$ cat config.mk
export PLATFORM = sky130hd
export DESIGN_NAME = ks_adder_pipe_flat
export DESIGN_NICKNAME = d
export VERILOG_FILES = /design/src/rtl/ks_adder_pipe_pkg.sv /design/src/rtl/ks_adder_pipe_if.sv /design/src/rtl/ks_adder_pipe_prefix_level.sv /design/src/rtl/ks_adder_pipe.sv /design/src/flat_wrapper.sv
export SDC_FILE = /design/constraint.sdc
export NUM_CORES = 1
export LEC_CHECK = 0
export ABC_AREA = 0
export BUFFER_PORTS_ARGS = -buffer_cell sky130_fd_sc_hd__buf_2
export CORE_ASPECT_RATIO = 0.75
export CORE_UTILIZATION = 60
export DETAILED_ROUTE_END_ITERATION = 16
export MAX_ROUTING_LAYER = met4
export PLACE_DENSITY = 0.86
export SKIP_CTS_REPAIR_TIMING = 1
export SLEW_MARGIN = 20
export SYNTH_ARGS = -nofsm -noshare
export SYNTH_HDL_FRONTEND = slang
export SYNTH_SLANG_ARGS = --single-unit
$ cat constraint.sdc
create_clock -name clk -period 3.22 [get_ports clk]
set_input_delay 0.483 -clock clk [delete_from_list [all_inputs] [get_ports clk]]
set_output_delay 0.483 -clock clk [all_outputs]
set_load 0.05 [all_outputs]
$ cat src/rtl/ks_adder_pipe_pkg.sv
// Shared helpers for the pipelined Kogge-Stone adder: prefix depth,
// pipeline stage count and the side-band fields carried with each operand.
package ks_pkg;

    function automatic int clog2(input int v);
        int r;
        int x;
        r = 0;
        x = 1;
        while (x < v) begin
            x = x << 1;
            r++;
        end
        return r;
    endfunction

    // Number of Kogge-Stone prefix levels for a given width.
    function automatic int ks_levels(input int w);
        return clog2(w);
    endfunction

    // Registers after S0: one per REG_EVERY levels, the last also holds the result.
    function automatic int ks_stages(input int w, input int reg_every);
        return (clog2(w) + reg_every - 1) / reg_every;
    endfunction

    // Scalar side-band that travels alongside the prefix vectors.
    typedef struct packed {
        logic c0;       // effective carry-in
        logic a_msb;    // sign of a
        logic b_msb;    // sign of b after optional inversion
    } ks_side_t;

endpackage

$ cat src/rtl/ks_adder_pipe_if.sv
// Operand/result handshake bundle for ks_adder_pipe.
interface ks_adder_pipe_if #(parameter int WIDTH = 12);
    logic             in_valid;
    logic             in_ready;
    logic [WIDTH-1:0] a;
    logic [WIDTH-1:0] b;
    logic             cin;
    logic             sub;
    logic             out_valid;
    logic             out_ready;
    logic [WIDTH-1:0] sum;
    logic             cout;
    logic             ovf;

    modport master (
        output in_valid, a, b, cin, sub, out_ready,
        input  in_ready, out_valid, sum, cout, ovf
    );

    modport slave (
        input  in_valid, a, b, cin, sub, out_ready,
        output in_ready, out_valid, sum, cout, ovf
    );
endinterface

$ cat src/rtl/ks_adder_pipe_prefix_level.sv
// One combinational Kogge-Stone row: black cells at distance DIST,
// positions below DIST pass straight through.
module ks_prefix_level #(
    parameter int WIDTH = 12,
    parameter int DIST  = 1
) (
    input  logic [WIDTH-1:0] g_i,
    input  logic [WIDTH-1:0] p_i,
    output logic [WIDTH-1:0] g_o,
    output logic [WIDTH-1:0] p_o
);
    for (genvar i = 0; i < WIDTH; i++) begin : g_cell
        if (i < DIST) begin : g_pass
            assign g_o[i] = g_i[i];
            assign p_o[i] = p_i[i];
        end else begin : g_black
            assign g_o[i] = g_i[i] | (p_i[i] & g_i[i-DIST]);
            assign p_o[i] = p_i[i] & p_i[i-DIST];
        end
    end
endmodule

$ cat src/rtl/ks_adder_pipe.sv
// Pipelined Kogge-Stone adder/subtractor with valid/ready on both sides.
// S0 holds the pre-processed operands, S1..SN follow every REG_EVERY prefix
// levels, and SN holds the post-processed sum/cout/ovf.
module ks_adder_pipe
    import ks_pkg::*;
#(
    parameter int WIDTH     = 12,
    parameter int REG_EVERY = 2
) (
    input logic            clk,
    input logic            rst_n,
    ks_adder_pipe_if.slave bus
);
    localparam int LOG2W = ks_levels(WIDTH);
    localparam int N     = ks_stages(WIDTH, REG_EVERY);

    // gg/pp are the running group generate/propagate; p is the raw bitwise
    // propagate needed again for the final XOR.
    typedef struct packed {
        logic [WIDTH-1:0] gg;
        logic [WIDTH-1:0] pp;
        logic [WIDTH-1:0] p;
        ks_side_t         side;
    } stage_t;

    stage_t           st_q [0:N-1];
    stage_t           st_d [0:N-1];
    logic [N:0]       vld_q;
    logic [N:0]       vld_in;
    logic [N:0]       ld;
    logic [WIDTH-1:0] lout_g [0:LOG2W-1];
    logic [WIDTH-1:0] lout_p [0:LOG2W-1];

    logic [WIDTH-1:0] b_eff, p_in, g_in;
    logic             c0;
    logic [WIDTH-1:0] carry, sum_d, sum_q;
    logic             cout_d, ovf_d, cout_q, ovf_q;

    // Subtraction is a + ~b + 1, so the forced carry-in replaces cin.
    assign b_eff = bus.sub ? ~bus.b : bus.b;
    assign c0    = bus.sub | bus.cin;
    assign p_in  = bus.a ^ b_eff;
    assign g_in  = bus.a & b_eff;

    // Stage inputs. Carry-in is folded into bit 0 as a generate at position -1,
    // whose propagate is 0, so every prefix G[i] is directly carry into i+1.
    for (genvar j = 0; j < N; j++) begin : g_stage
        if (j == 0) begin : g_s0
            assign st_d[0] = '{gg:   {g_in[WIDTH-1:1], g_in[0] | (p_in[0] & c0)},
                               pp:   {p_in[WIDTH-1:1], 1'b0},
                               p:    p_in,
                               side: '{c0: c0, a_msb: bus.a[WIDTH-1], b_msb: b_eff[WIDTH-1]}};
        end else begin : g_sj
            assign st_d[j] = '{gg:   lout_g[j*REG_EVERY-1],
                               pp:   lout_p[j*REG_EVERY-1],
                               p:    st_q[j-1].p,
                               side: st_q[j-1].side};
        end
    end

    // Prefix rows; a row starting a register group reads that stage register.
    for (genvar k = 0; k < LOG2W; k++) begin : g_lvl
        logic [WIDTH-1:0] gi, pi;
        if (k % REG_EVERY == 0) begin : g_from_reg
            assign gi = st_q[k/REG_EVERY].gg;
            assign pi = st_q[k/REG_EVERY].pp;
        end else begin : g_from_row
            assign gi = lout_g[k-1];
            assign pi = lout_p[k-1];
        end
        ks_prefix_level #(.WIDTH(WIDTH), .DIST(1 << k)) u_lvl (
            .g_i(gi),
            .p_i(pi),
            .g_o(lout_g[k]),
            .p_o(lout_p[k])
        );
    end

    assign carry  = {lout_g[LOG2W-1][WIDTH-2:0], st_q[N-1].side.c0};
    assign sum_d  = st_q[N-1].p ^ carry;
    assign cout_d = lout_g[LOG2W-1][WIDTH-1];
    assign ovf_d  = (st_q[N-1].side.a_msb == st_q[N-1].side.b_msb) &
                    (sum_d[WIDTH-1] != st_q[N-1].side.a_msb);

    assign vld_in = {vld_q[N-1:0], bus.in_valid};

    // Ready chain: a stage loads when empty or when the stage after it loads.
    always_comb begin
        ld    = '0;
        ld[N] = bus.out_ready | ~vld_q[N];
        for (int j = N - 1; j >= 0; j--)
            ld[j] = ~vld_q[j] | ld[j+1];
    end

    assign bus.in_ready  = ld[0];
    assign bus.out_valid = vld_q[N];
    assign bus.sum       = sum_q;
    assign bus.cout      = cout_q;
    assign bus.ovf       = ovf_q;

    // Valid shift register with bubble collapsing.
    always_ff @(posedge clk or negedge rst_n) begin
        if (!rst_n) begin
            vld_q <= '0;
        end else begin
            for (int j = 0; j <= N; j++)
                if (ld[j]) vld_q[j] <= vld_in[j];
        end
    end

    // Payload stages move only when a valid item is behind them.
    always_ff @(posedge clk) begin
        for (int j = 0; j < N; j++)
            if (ld[j] && vld_in[j]) st_q[j] <= st_d[j];
    end

    // Result register; held while stalled, cleared by reset.
    always_ff @(posedge clk or negedge rst_n) begin
        if (!rst_n) begin
            sum_q  <= '0;
            cout_q <= 1'b0;
            ovf_q  <= 1'b0;
        end else if (ld[N] && vld_in[N]) begin
            sum_q  <= sum_d;
            cout_q <= cout_d;
            ovf_q  <= ovf_d;
        end
    end

endmodule
$ cat src/flat_wrapper.sv
// flat-port wrapper written by rule: the top's interface ports become plain ports
module ks_adder_pipe_flat import ks_pkg::*;
#(
    parameter int WIDTH     = 12,
    parameter int REG_EVERY = 2
)
  (clk, rst_n, bus_in_valid, bus_a, bus_b, bus_cin, bus_sub, bus_out_ready, bus_in_ready, bus_out_valid, bus_sum, bus_cout, bus_ovf);
  ks_adder_pipe_if #(.WIDTH(WIDTH)) bus_i ();
  input logic clk;
  input logic rst_n;
  input wire logic [$bits(bus_i.in_valid)-1:0] bus_in_valid;
  input wire logic [$bits(bus_i.a)-1:0] bus_a;
  input wire logic [$bits(bus_i.b)-1:0] bus_b;
  input wire logic [$bits(bus_i.cin)-1:0] bus_cin;
  input wire logic [$bits(bus_i.sub)-1:0] bus_sub;
  input wire logic [$bits(bus_i.out_ready)-1:0] bus_out_ready;
  output wire logic [$bits(bus_i.in_ready)-1:0] bus_in_ready;
  output wire logic [$bits(bus_i.out_valid)-1:0] bus_out_valid;
  output wire logic [$bits(bus_i.sum)-1:0] bus_sum;
  output wire logic [$bits(bus_i.cout)-1:0] bus_cout;
  output wire logic [$bits(bus_i.ovf)-1:0] bus_ovf;
  assign bus_i.in_valid = bus_in_valid;
  assign bus_i.a = bus_a;
  assign bus_i.b = bus_b;
  assign bus_i.cin = bus_cin;
  assign bus_i.sub = bus_sub;
  assign bus_i.out_ready = bus_out_ready;
  assign bus_in_ready = bus_i.in_ready;
  assign bus_out_valid = bus_i.out_valid;
  assign bus_sum = bus_i.sum;
  assign bus_cout = bus_i.cout;
  assign bus_ovf = bus_i.ovf;
  ks_adder_pipe #(.WIDTH(WIDTH), .REG_EVERY(REG_EVERY)) u_core (.clk(clk), .rst_n(rst_n), .bus(bus_i));
endmodule
After elaboration in Yosys (flattened, before gate mapping)
Memories as Yosys holds them, arrays and structs flattened.
Cells that the tools add are included.
{"block": "word_totals", "regBits": 17, "mem_bits_rw": 78, "inputBits": 30, "out_inout_bits": 16, "elab_cells": 122, "memories": 1}
{"name": "u_core.st_q", "words": 2, "width": 39, "read_ports": 2, "rd_ports_with_merged_regs": 0, "write_ports": 2, "line_no": "ks_adder_pipe.sv:26", "text": "stage_t st_q [0:N-1];"}
{"block": "classes", "n_eq_ne": 2, "n_mux": 5, "bitwise": 105, "n_reduce_logical": 3}
{"cell": "1-bit AND", "n": 60}
{"cell": "1-bit bitwise OR", "n": 38}
{"cell": "12-bit bitwise XOR", "n": 2}
{"cell": "12-bit AND", "n": 1}
{"cell": "12-bit 2-to-1 mux", "n": 1}
{"cell": "12-bit NOT", "n": 1}
{"cell": "1-bit 2-to-1 mux", "n": 4}
{"cell": "1-bit logical AND", "n": 3}
{"cell": "1-bit NOT", "n": 3}
{"cell": "1-bit == test", "n": 1}
{"cell": "1-bit != test", "n": 1}

Logic depth before layout (Yosys ltp)
Gate-level depths: netlist (run 1).
{"block": "logic_depth", "depth_word": 7, "ltp_mapped": 5}

By module
Synthesis (run 1) repeated with hierarchy kept, for this count alone.
{"block": "unflattened", "hier_cells": 246, "hier_area_um2": 3797.4}
{"mod": "ks_adder_pipe", "instances": 1, "cells_per_inst": 150, "area_each_um2": 3101.7, "seq_area_each_um2": 2407.3}
{"mod": "ks_prefix_level at u_core.g_lvl[3].u_lvl", "instances": 1, "cells_per_inst": 24, "area_each_um2": 180.2, "seq_area_each_um2": 0.0}
{"mod": "ks_prefix_level at u_core.g_lvl[2].u_lvl", "instances": 1, "cells_per_inst": 24, "area_each_um2": 175.2, "seq_area_each_um2": 0.0}
{"mod": "ks_prefix_level at u_core.g_lvl[1].u_lvl", "instances": 1, "cells_per_inst": 24, "area_each_um2": 171.4, "seq_area_each_um2": 0.0}
{"mod": "ks_prefix_level at u_core.g_lvl[0].u_lvl", "instances": 1, "cells_per_inst": 24, "area_each_um2": 168.9, "seq_area_each_um2": 0.0}

Least setup slack after synthesis (run 1)
Ideal clock, no wire load.
{"block": "synth_timing", "path_kind": "reg-to-reg", "from": "reg u_core.vld_q[2]", "to": "mem u_core.st_q[0][0] in the netlist's numbering, enable pin", "arrival_ps": 1961, "required_time_ps": 2834, "setup_slack_ps": 873, "stages_incl_launch_ff": 4, "path_buffers": 0, "synth_period_minus_slack_ps": 2347, "cell_sequence": "dfrtp_1 -> nor2b_1 -> nand3_1 -> and2_1"}
{"item": "start, declared", "line_no": "ks_adder_pipe.sv:28", "text": "logic [N:0] vld_q;"}
{"item": "start signal, assigned by index", "line_no": "ks_adder_pipe.sv:107", "text": "if (ld[j]) vld_q[j] <= vld_in[j];"}
{"item": "end, declared", "line_no": "ks_adder_pipe.sv:26"}

Worst setup path in the final report (run 1)
{"block": "layout_timing", "from": "reg u_core.vld_q[2]", "to": "out bus_in_ready"}
{"block": "layout_via", "elab_chain_cells": 4}
{"item": "1-bit NOT", "line_no": "ks_adder_pipe.sv:90", "text": "ld[N] = bus.out_ready | ~vld_q[N];"}
{"item": "1-bit bitwise OR", "line_no": "ks_adder_pipe.sv:90"}
{"item": "1-bit bitwise OR (2 in series)", "line_no": "ks_adder_pipe.sv:92", "text": "ld[j] = ~vld_q[j] | ld[j+1];"}
{"item": "end, declared", "line_no": "flat_wrapper.sv:17", "text": "output wire logic [$bits(bus_i.in_ready)-1:0] bus_in_ready;"}
Every way passes these cells.

==> run_results.csv, run 1 <==
group,metric,value,unit
pwr,p_leak,1.51,nW
clock_tree,cts_made_buffers,9,
flow_run,max_cap_violations,0,
final_layout,layout_common_cells,"edfxtp_1, buf_2, nand2_1, o21ai_0, dfrtp_1",
drt,drc_errors,0,
global_route,overflow,0,
timing,hold_viol_final,0,
clock_tree,cts.reportedPaths.clkPinSlew,0.08,ns
drt,routedWlPerCell,13.5,um
worst_setup_path,worstSetupPathType,"reg2out",
logic_synthesis,yosysUniqueCellTypes,27,
worst_setup_path,start_kind,"flop",
floorplan,row_count,22,
drt,ant_nets,0,
global_route,grt_pass1_vias,1598,
logic_synthesis,netlist_top_cells_area,"edfxtp_1, dfrtp_1, ha_1",
timing,fin_crit,1.76,ns
drt,via_per_inst,5.05,
timing,fin_ws,1.46,ns
logic_synthesis,ys_seq_elements,79,
clock_tree,cts_tree,"built",
clock_tree,cts_sinks,79,
final_layout,antenna_cells,0,
clock_tree,cts.path.max_buffers,2,
floorplan,io_pins,46,
floorplan,start_util,63.7,%
worst_setup_path,reg2reg_depth,3,
timing,skew,0.00859,ns
final_layout,multi_input_area,870,sq um
outcome,status,"finished clean",
final_layout,final_cells,344,
final_layout,layout-drive-gt1-share,24.3,%
logic_synthesis,netlist_area,3170,sq um
timing,final.period_utilization,54.7,%
place,place_area,3480,sq um
floorplan,die_area,5590,sq um
drt,wirelength,4640,um
final_layout,postLayoutCoreUtil,74.0,%
final_layout,layout_commonest_cell,"edfxtp_1",
place,dp_hpwl,3380,um
floorplan,design.core.area,4980,sq um
pwr,vdd_drop_max,0.000408,V
logic_synthesis,synth_area_per_cell,14.9,sq um
worst_setup_path,r2r_start,"u_core.vld_q[2]$_DFFE_PN0P_",
floorplan,die_w,86.0,um
logic_synthesis,synth-seq-area-share,72.1,%
drt,drt_iter0_markers,136,
floorplan,die_h,65.0,um
clock_tree,worstSkewPairLatency,0.34,ns
place,numPortBuffers,45,
final_layout,area.growth.synth_to_final,16.2,%
timing,fmax,0.568,GHz
logic_synthesis,synth_top_area_share,58.7,%
timing,max_slew_margin,60.8,%
pwr,power.density,677,nW/um^2
final_layout,design_area,3690,sq um
place,place_inst,328,
timing,worst_slew_pin_slew,0.589,ns
global_route,grt_pass1_wl,7420,um
worst_setup_path,worstPathArrival,1.28,ns
drt,vias,1737,
worst_hold_path,hp-class,"in2async",
logic_synthesis,syn_nets,255,
logic_synthesis,syn_inst,213,
timing,rsz0062_at_grt,"no",
drt,firstDrtPassIters,4,
global_route,grt_usage,19.4,%
worst_setup_path,critical_path_required,2.74,ns
timing,finalSetupViolCount,0,
clock_tree,htree_num_levels,3,
worst_setup_path,crit_path_start,"u_core.vld_q[2]$_DFFE_PN0P_",
final_layout,nFillCells,324,
logic_synthesis,synth_largest_area_cell,"edfxtp_1",
logic_synthesis,yosysWarnings,0,
timing,setup_tns,0,ns
worst_setup_path,cp_max_fo,3,
timing,fin_hold_ws,0.0436,ns
clock_tree,cts_root_buf,"clkbuf_8",
pwr,power,2.50,mW
global_route,antenna_found_initial,0,
worst_setup_path,cp-end-kind,"output pin",
final_layout,nNetsFinal,309,
final_layout,register_area,2290,sq um
place,globalplace.congestion,0.758,
place,place_ws,1.16,ns
timing,maxSlewViolCount,0,
global_route,grt_max_degree,36,
## cell usage after synthesis, drive strengths merged
master,count
o21bai,1
and2,2
o2111ai,1
and3b,1
or3,1
xor2,15
ha,12
a21oi,12
nand2,24
nand2b,6
nor2,6
and4,2
or2,1
buf,3
edfxtp,62
dfrtp,17
nor3b,1
a21o,9
xnor2,9
o21ai,20
inv,1
nand3,3
a211o,1
nor2b,3
## worst max-delay path, cell delays in order (launching register included)
cell and delay [ns]:
dfrtp_1 0.39, nor2b_1 0.15, nand3_1 0.11, buf_2 0.28
## registers in the layout, indices dropped and copies added (netlist names)
| register | count |
|---|---|
| u_core.bus.cout | 1 |
| u_core.bus.ovf | 1 |
| u_core.vld_q | 3 |
| u_core.bus.sum | 12 |
| u_core.st_q | 62 |
## worst paths after layout
| path | slack, ns | end |
|---|---|---|
| setup / recovery | 1.46 | bus_in_ready |
| hold / removal | 0.04 | u_core.bus.sum[6]$_DFFE_PN0P_ |
| setup reg to reg | 1.64 | u_core.st_q[0][2]$_DFFE_PP_ |
| hold reg to reg | 0.41 | u_core.st_q[0][39]$_DFFE_PP_ |
| max in group asynchronous | 2.91 | u_core.vld_q[0]$_DFFE_PN0P_ |
| min in group clk | 0.34 | u_core.vld_q[0]$_DFFE_PN0P_ |
## kinds of logic after synthesis
| kind of cell | Yosys count | share of synthesized area (%) |
|---|---|---|
| AO/OA/AOI/OAI | 44 | 8.08 |
| AND/OR/NAND/NOR | 50 | 7.92 |
| buffers and inverters | 4 | 0.591 |
| flip-flops | 79 | 72.1 |
| adder cells (fa/ha/maj) | 12 | 4.73 |
| XOR/XNOR | 24 | 6.62 |
## metal layers
metal	vias to the layer above	part of all wire, %	GRT usage (%)
met5	-	0	-
met4	0	0.45	6.88
met3	4	7.5	8.03
met2	73	45	27.4
met1	781	47	25.6
li1	879	-	-
## cell type report
cell class	count	share of cell area [%]
Clock inverter	2	0.271
Inverter	1	0.102
Timing Repair Buffer	46	6.31
Clock buffer	14	5.29
Sequential cell	79	62.0
Multi-Input combinational cell	130	23.6
Tap cell	72	2.44
## report_power, final
| part | internal, mW | total (mW) | leakage (nW) | switching (mW) |
|---|---|---|---|---|
| Sequential | 1.26 | 1.34 | 0.806 | 0.0742 |
| Combinational | 0.127 | 0.451 | 0.596 | 0.323 |
| Clock | 0.393 | 0.709 | 0.107 | 0.316 |
(Power assumes the default switching activity.)
==> run 2: changes to the inputs <==
CORE_UTILIZATION = 51   (was 60)
PLACE_DENSITY = 0.78   (was 0.86)
clock period = 1.5 ns   (was 3.22 ns; I/O delays follow)
==> run_results.csv, run 2 (synthesis gave the netlist of run 1 again) <==
group,metric,value,unit
outcome,status,"finished clean",
clock_tree,cts_tree,"built",
global_route,overflow,0,
floorplan,io_pins,46,
final_layout,area.growth.synth_to_final,18.0,%
timing,setup_tns,0,ns
timing,maxSlewViolCount,0,
worst_setup_path,worstPathCellList,"nor2b_4 > nand3_4 > clkbuf_4",
final_layout,nNetsFinal,313,
place,place_area,3560,sq um
clock_tree,cts_made_buffers,9,
timing,max_slew_margin,75.3,%
global_route,grt_usage,16.7,%
drt,drc_errors,0,
timing,final.period_utilization,94.5,%
timing,fmax,0.706,GHz
global_route,met3_usage,7.63,%
floorplan,die_h,70.3,um
drt,ant_nets,0,
floorplan,start_util,53.7,%
floorplan,row_count,24,
clock_tree,worstSkewPairLatency,0.34,ns
worst_setup_path,critical_path_required,1.27,ns
global_route,grt_pass1_wl,7780,um
drt,vias,1777,
worst_setup_path,cpMaxStageDelayCell,"dfrtp_2",
global_route,grtUsageMet1,23.6,%
global_route,busiest_layer,"met1",
global_route,grt_pass1_vias,1686,
final_layout,largest_register_ff_count,62,
drt,routedWlPerCell,13.4,um
clock_tree,cts.path.max_buffers,2,
place,dp_hpwl,3440,um
drt,firstDrtPassIters,4,
global_route,use_met2,21.8,%
floorplan,design.core.area,5920,sq um
global_route,antenna_found_initial,0,
worst_hold_path,hp-class,"in2reg",
flow_run,max_cap_violations,0,
floorplan,die_area,6550,sq um
worst_setup_path,max_stage_delay,0.42,ns
final_layout,layout_common_cells,"edfxtp_1, buf_2, nand2_1, o21ai_0, dfrtp_1",
clock_tree,cts_sinks,79,
global_route,grt_max_degree,28,
place,place_ws,0.155,ns
final_layout,top_register,"u_core.st_q",
clock_tree,htree_num_levels,3,
timing,hold_viol_final,0,
pwr,power.density,1400,nW/um^2
floorplan,die_w,93.1,um
final_layout,antenna_cells,0,
place,numPortBuffers,45,
final_layout,layout_commonest_cell,"edfxtp_1",
place,globalplace.congestion,0.772,
worst_setup_path,start_kind,"flop",
pwr,p_leak,1.53,nW
pwr,power,5.25,mW
timing,fin_crit,1.42,ns
drt,wirelength,4740,um
drt,via_per_inst,5.02,
pwr,vdd_drop_max,0.000602,V
drt,drt_iter0_markers,68,
timing,worst_slew_pin_slew,0.370,ns
timing,rsz0062_at_grt,"no",
final_layout,layout-drive-gt1-share,25.4,%
worst_setup_path,cp-end-kind,"output pin",
clock_tree,cts_root_buf,"clkbuf_8",
final_layout,design_area,3750,sq um
worst_setup_path,worstPathArrival,1.19,ns
clock_tree,cts.reportedPaths.clkPinSlew,0.07,ns
timing,finalSetupViolCount,0,
timing,fin_ws,0.0826,ns
timing,skew,0.00464,ns
worst_setup_path,cp_max_fo,3,
worst_setup_path,worstSetupPathType,"reg2out",
run 2: cell types whose count changed in the layout (fill, tap and decap cells not counted), moves of 2 or more:
| cell | previous run | this run |
|---|---|---|
| clkinv_2 | 2 | 0 |
| buf_12 | 0 | 2 |
| clkbuf_1 | 2 | 5 |
| clkbuf_16 | 2 | 0 |
| and2_4 | 0 | 2 |
run 2: metal layers:
metal	up-vias	share of wire, %
met3	5	5.1
met2	51	41
met5	-	0
met4	0	0.76
li1	891	-
met1	830	53
run 2: critical path, delay by kind of cell, from the launching register on:
kind / cells / cell delay [ns]
buffers and inverters: 1 / 0.23
flip-flops: 1 / 0.42
AND/OR/NAND/NOR: 2 / 0.21
run 2: through the flow:
| step | hold WS, ns | instances | utilization [%] |
|---|---|---|---|
| floorplan | -0.0706 | 213 | - |
| global placement | 0.156 | 337 | 60.2 |
| detailed placement | 0.162 | 337 | 60.2 |
| CTS | -0.214 | 353 | 63.1 |
| global route | 0.0666 | 354 | 63.3 |
| finish | 0.0815 | 354 | 63.3 |
run 2: report_power, final:
part / total, mW / switching, mW / internal, mW
Clock: 1.37 / 0.676 / 0.697
Combinational: 1.01 / 0.699 / 0.310
Sequential: 2.87 / 0.161 / 2.71
run 2: layout make-up:
cell class                      count  area [sq um]
Sequential cell                    79          2290
Fill cell                         472          2170
Multi-Input combinational cell    130           893
Timing Repair Buffer               50           293
Clock buffer                       16           170
Tap cell                           78          97.6
Inverter                            1          3.75
run 2: worst paths after layout:
check,startpoint,endpoint,slack (ns),cells after the start
min in group asynchronous,rst_n,u_core.bus.sum[0]$_DFFE_PN0P_,0.33,2
min reg2reg,u_core.st_q[0][0]$_DFFE_PP_,u_core.st_q[0][39]$_DFFE_PP_,0.42,0
min,bus_in_valid,u_core.vld_q[0]$_DFFE_PN0P_,0.08,2
max in group asynchronous,rst_n,u_core.vld_q[2]$_DFFE_PN0P_,0.88,2
max,u_core.vld_q[2]$_DFFE_PN0P_,bus_in_ready,0.08,3
max reg2reg,u_core.vld_q[2]$_DFFE_PN0P_,u_core.st_q[0][17]$_DFFE_PP_,0.16,3
==> run 3: changes to the inputs <==
RECOVER_POWER = 100   (was unset)
==> run_results.csv, run 3 (synthesis gave the netlist of run 1 again) <==
group,metric,value,unit
drt,ant_nets,0,
floorplan,die_area,6550,sq um
pwr,vdd_drop_max,0.000601,V
global_route,grt_pass1_vias,1686,
clock_tree,cts_sinks,79,
final_layout,layout-drive-gt1-share,23.6,%
timing,setup_tns,0,ns
timing,maxSlewViolCount,0,
worst_setup_path,worstPathCellList,"nor2b_4 > nand3_4 > clkbuf_4",
timing,fin_crit,1.42,ns
worst_setup_path,max_stage_delay,0.42,ns
final_layout,layout_commonest_cell,"edfxtp_1",
clock_tree,cts_root_buf,"clkbuf_8",
worst_setup_path,cp-end-kind,"output pin",
pwr,p_leak,1.50,nW
worst_setup_path,start_kind,"flop",
worst_setup_path,r2r_slack,0.11,ns
clock_tree,cts.reportedPaths.clkPinSlew,0.07,ns
drt,routedWlPerCell,13.4,um
global_route,overflow,0,
drt,firstDrtPassIters,4,
flow_run,max_cap_violations,0,
pwr,power.density,1410,nW/um^2
outcome,status,"finished clean",
clock_tree,cts_made_buffers,9,
worst_setup_path,endpoint,"bus_in_ready",
clock_tree,cts.path.max_buffers,2,
timing,worst_slew_pin_slew,0.887,ns
timing,skew,0.00516,ns
clock_tree,htree_num_levels,3,
timing,final.period_utilization,94.6,%
drt,via_per_inst,5.05,
final_layout,top_register,"u_core.st_q",
floorplan,design.core.area,5920,sq um
final_layout,largest_register_ff_count,62,
place,numPortBuffers,45,
worst_setup_path,crit_path_start,"u_core.vld_q[2]$_DFFE_PN0P_",
clock_tree,cts_tree,"built",
final_layout,antenna_cells,0,
global_route,grt_usage,16.7,%
floorplan,die_w,93.1,um
final_layout,area.growth.synth_to_final,16.8,%
clock_tree,worstSkewPairLatency,0.34,ns
timing,finalSetupViolCount,0,
worst_hold_path,hp-class,"in2reg",
place,dp_hpwl,3440,um
worst_setup_path,cp_max_fo,3,
timing,fmax,0.705,GHz
worst_setup_path,r2r_start,"u_core.vld_q[2]$_DFFE_PN0P_",
final_layout,postLayoutCoreUtil,62.6,%
timing,rsz0062_at_grt,"no",
floorplan,row_count,24,
worst_setup_path,cpMaxStageDelayCell,"dfrtp_2",
floorplan,start_util,53.7,%
drt,drt_iter0_markers,54,
place,globalplace.congestion,0.772,
worst_setup_path,reg2reg_to,"u_core.st_q[0][49]$_DFFE_PP_",
timing,max_slew_margin,40.9,%
global_route,antenna_found_initial,0,
pwr,power,5.23,mW
final_layout,layout_common_cells,"edfxtp_1, buf_2, nand2_1, o21ai_0",
drt,wirelength,4730,um
floorplan,die_h,70.3,um
worst_setup_path,critical_path_required,1.27,ns
worst_setup_path,reg2reg_depth,4,
floorplan,io_pins,46,
worst_setup_path,worstSetupPathType,"reg2out",
global_route,grt_pass1_wl,7780,um
timing,hold_viol_final,0,
drt,vias,1786,
final_layout,nNetsFinal,313,
global_route,grt_max_degree,28,
worst_hold_path,hold_path.startpoint,"bus_in_valid",
worst_setup_path,worstPathArrival,1.19,ns
drt,drc_errors,0,
## run 3: cell count changes in the layout (fill, tap and decap cells not counted), sizes merged
| cell | change |
|---|---|
| clkbuf | +22 |
| buf | -22 |
## run 3: worst max-delay path: cells and delay by family (launching register included)
kind                   cells  cell delay [ns]
AND/OR/NAND/NOR            2             0.21
buffers and inverters      1             0.23
flip-flops                 1             0.42
## run 3: area by class of cell
type / instances / area, sq um
flip-flops and latches: 79 / 2290
fillers: 476 / 2210
multi-input cells: 130 / 888
repair buffers: 50 / 258
clock buffers: 16 / 170
well taps: 78 / 97.6
inverters: 1 / 3.75
## run 3: where the power goes
part / total, mW / internal [mW] / switching (mW)
Sequential: 2.88 / 2.71 / 0.165
Combinational: 0.976 / 0.283 / 0.692
Clock: 1.37 / 0.697 / 0.676
Total: 5.23 / 3.69 / 1.53
## run 3: worst min path at each step
stage / end / slack (ns) / cells past startpoint
floorplan: u_core.bus.cout$_DFFE_PN0P_ / -0.07 / 0
global placement: u_core.bus.sum[0]$_DFFE_PN0P_ / 0.16 / 1
detailed placement: u_core.bus.sum[0]$_DFFE_PN0P_ / 0.16 / 1
CTS: u_core.bus.sum[0]$_DFFE_PN0P_ / -0.21 / 1
global route: u_core.vld_q[0]$_DFFE_PN0P_ / 0.08 / 2
finish: u_core.vld_q[0]$_DFFE_PN0P_ / 0.08 / 2
## run 3: layer usage
layer	vias to the layer above	GRT usage (%)	share of wire [%]
li1	889	-	-
met1	840	23.6	53
met2	53	21.8	42
met3	4	7.63	5.2
met4	0	4.10	0.63
met5	-	-	0
## run 3: stage by stage
step	hold slack (ns)	instance area (sq um)	worst slack [ns]	instances
after CTS	-0.214	3730	0.0245	353
after global routing	0.0781	3710	0.00687	354
final	0.0822	3710	0.0812	354
after detailed placement	0.162	3560	0.155	337
after floorplan	-0.0706	3200	-0.0235	213
after global placement	0.156	3560	0.188	337
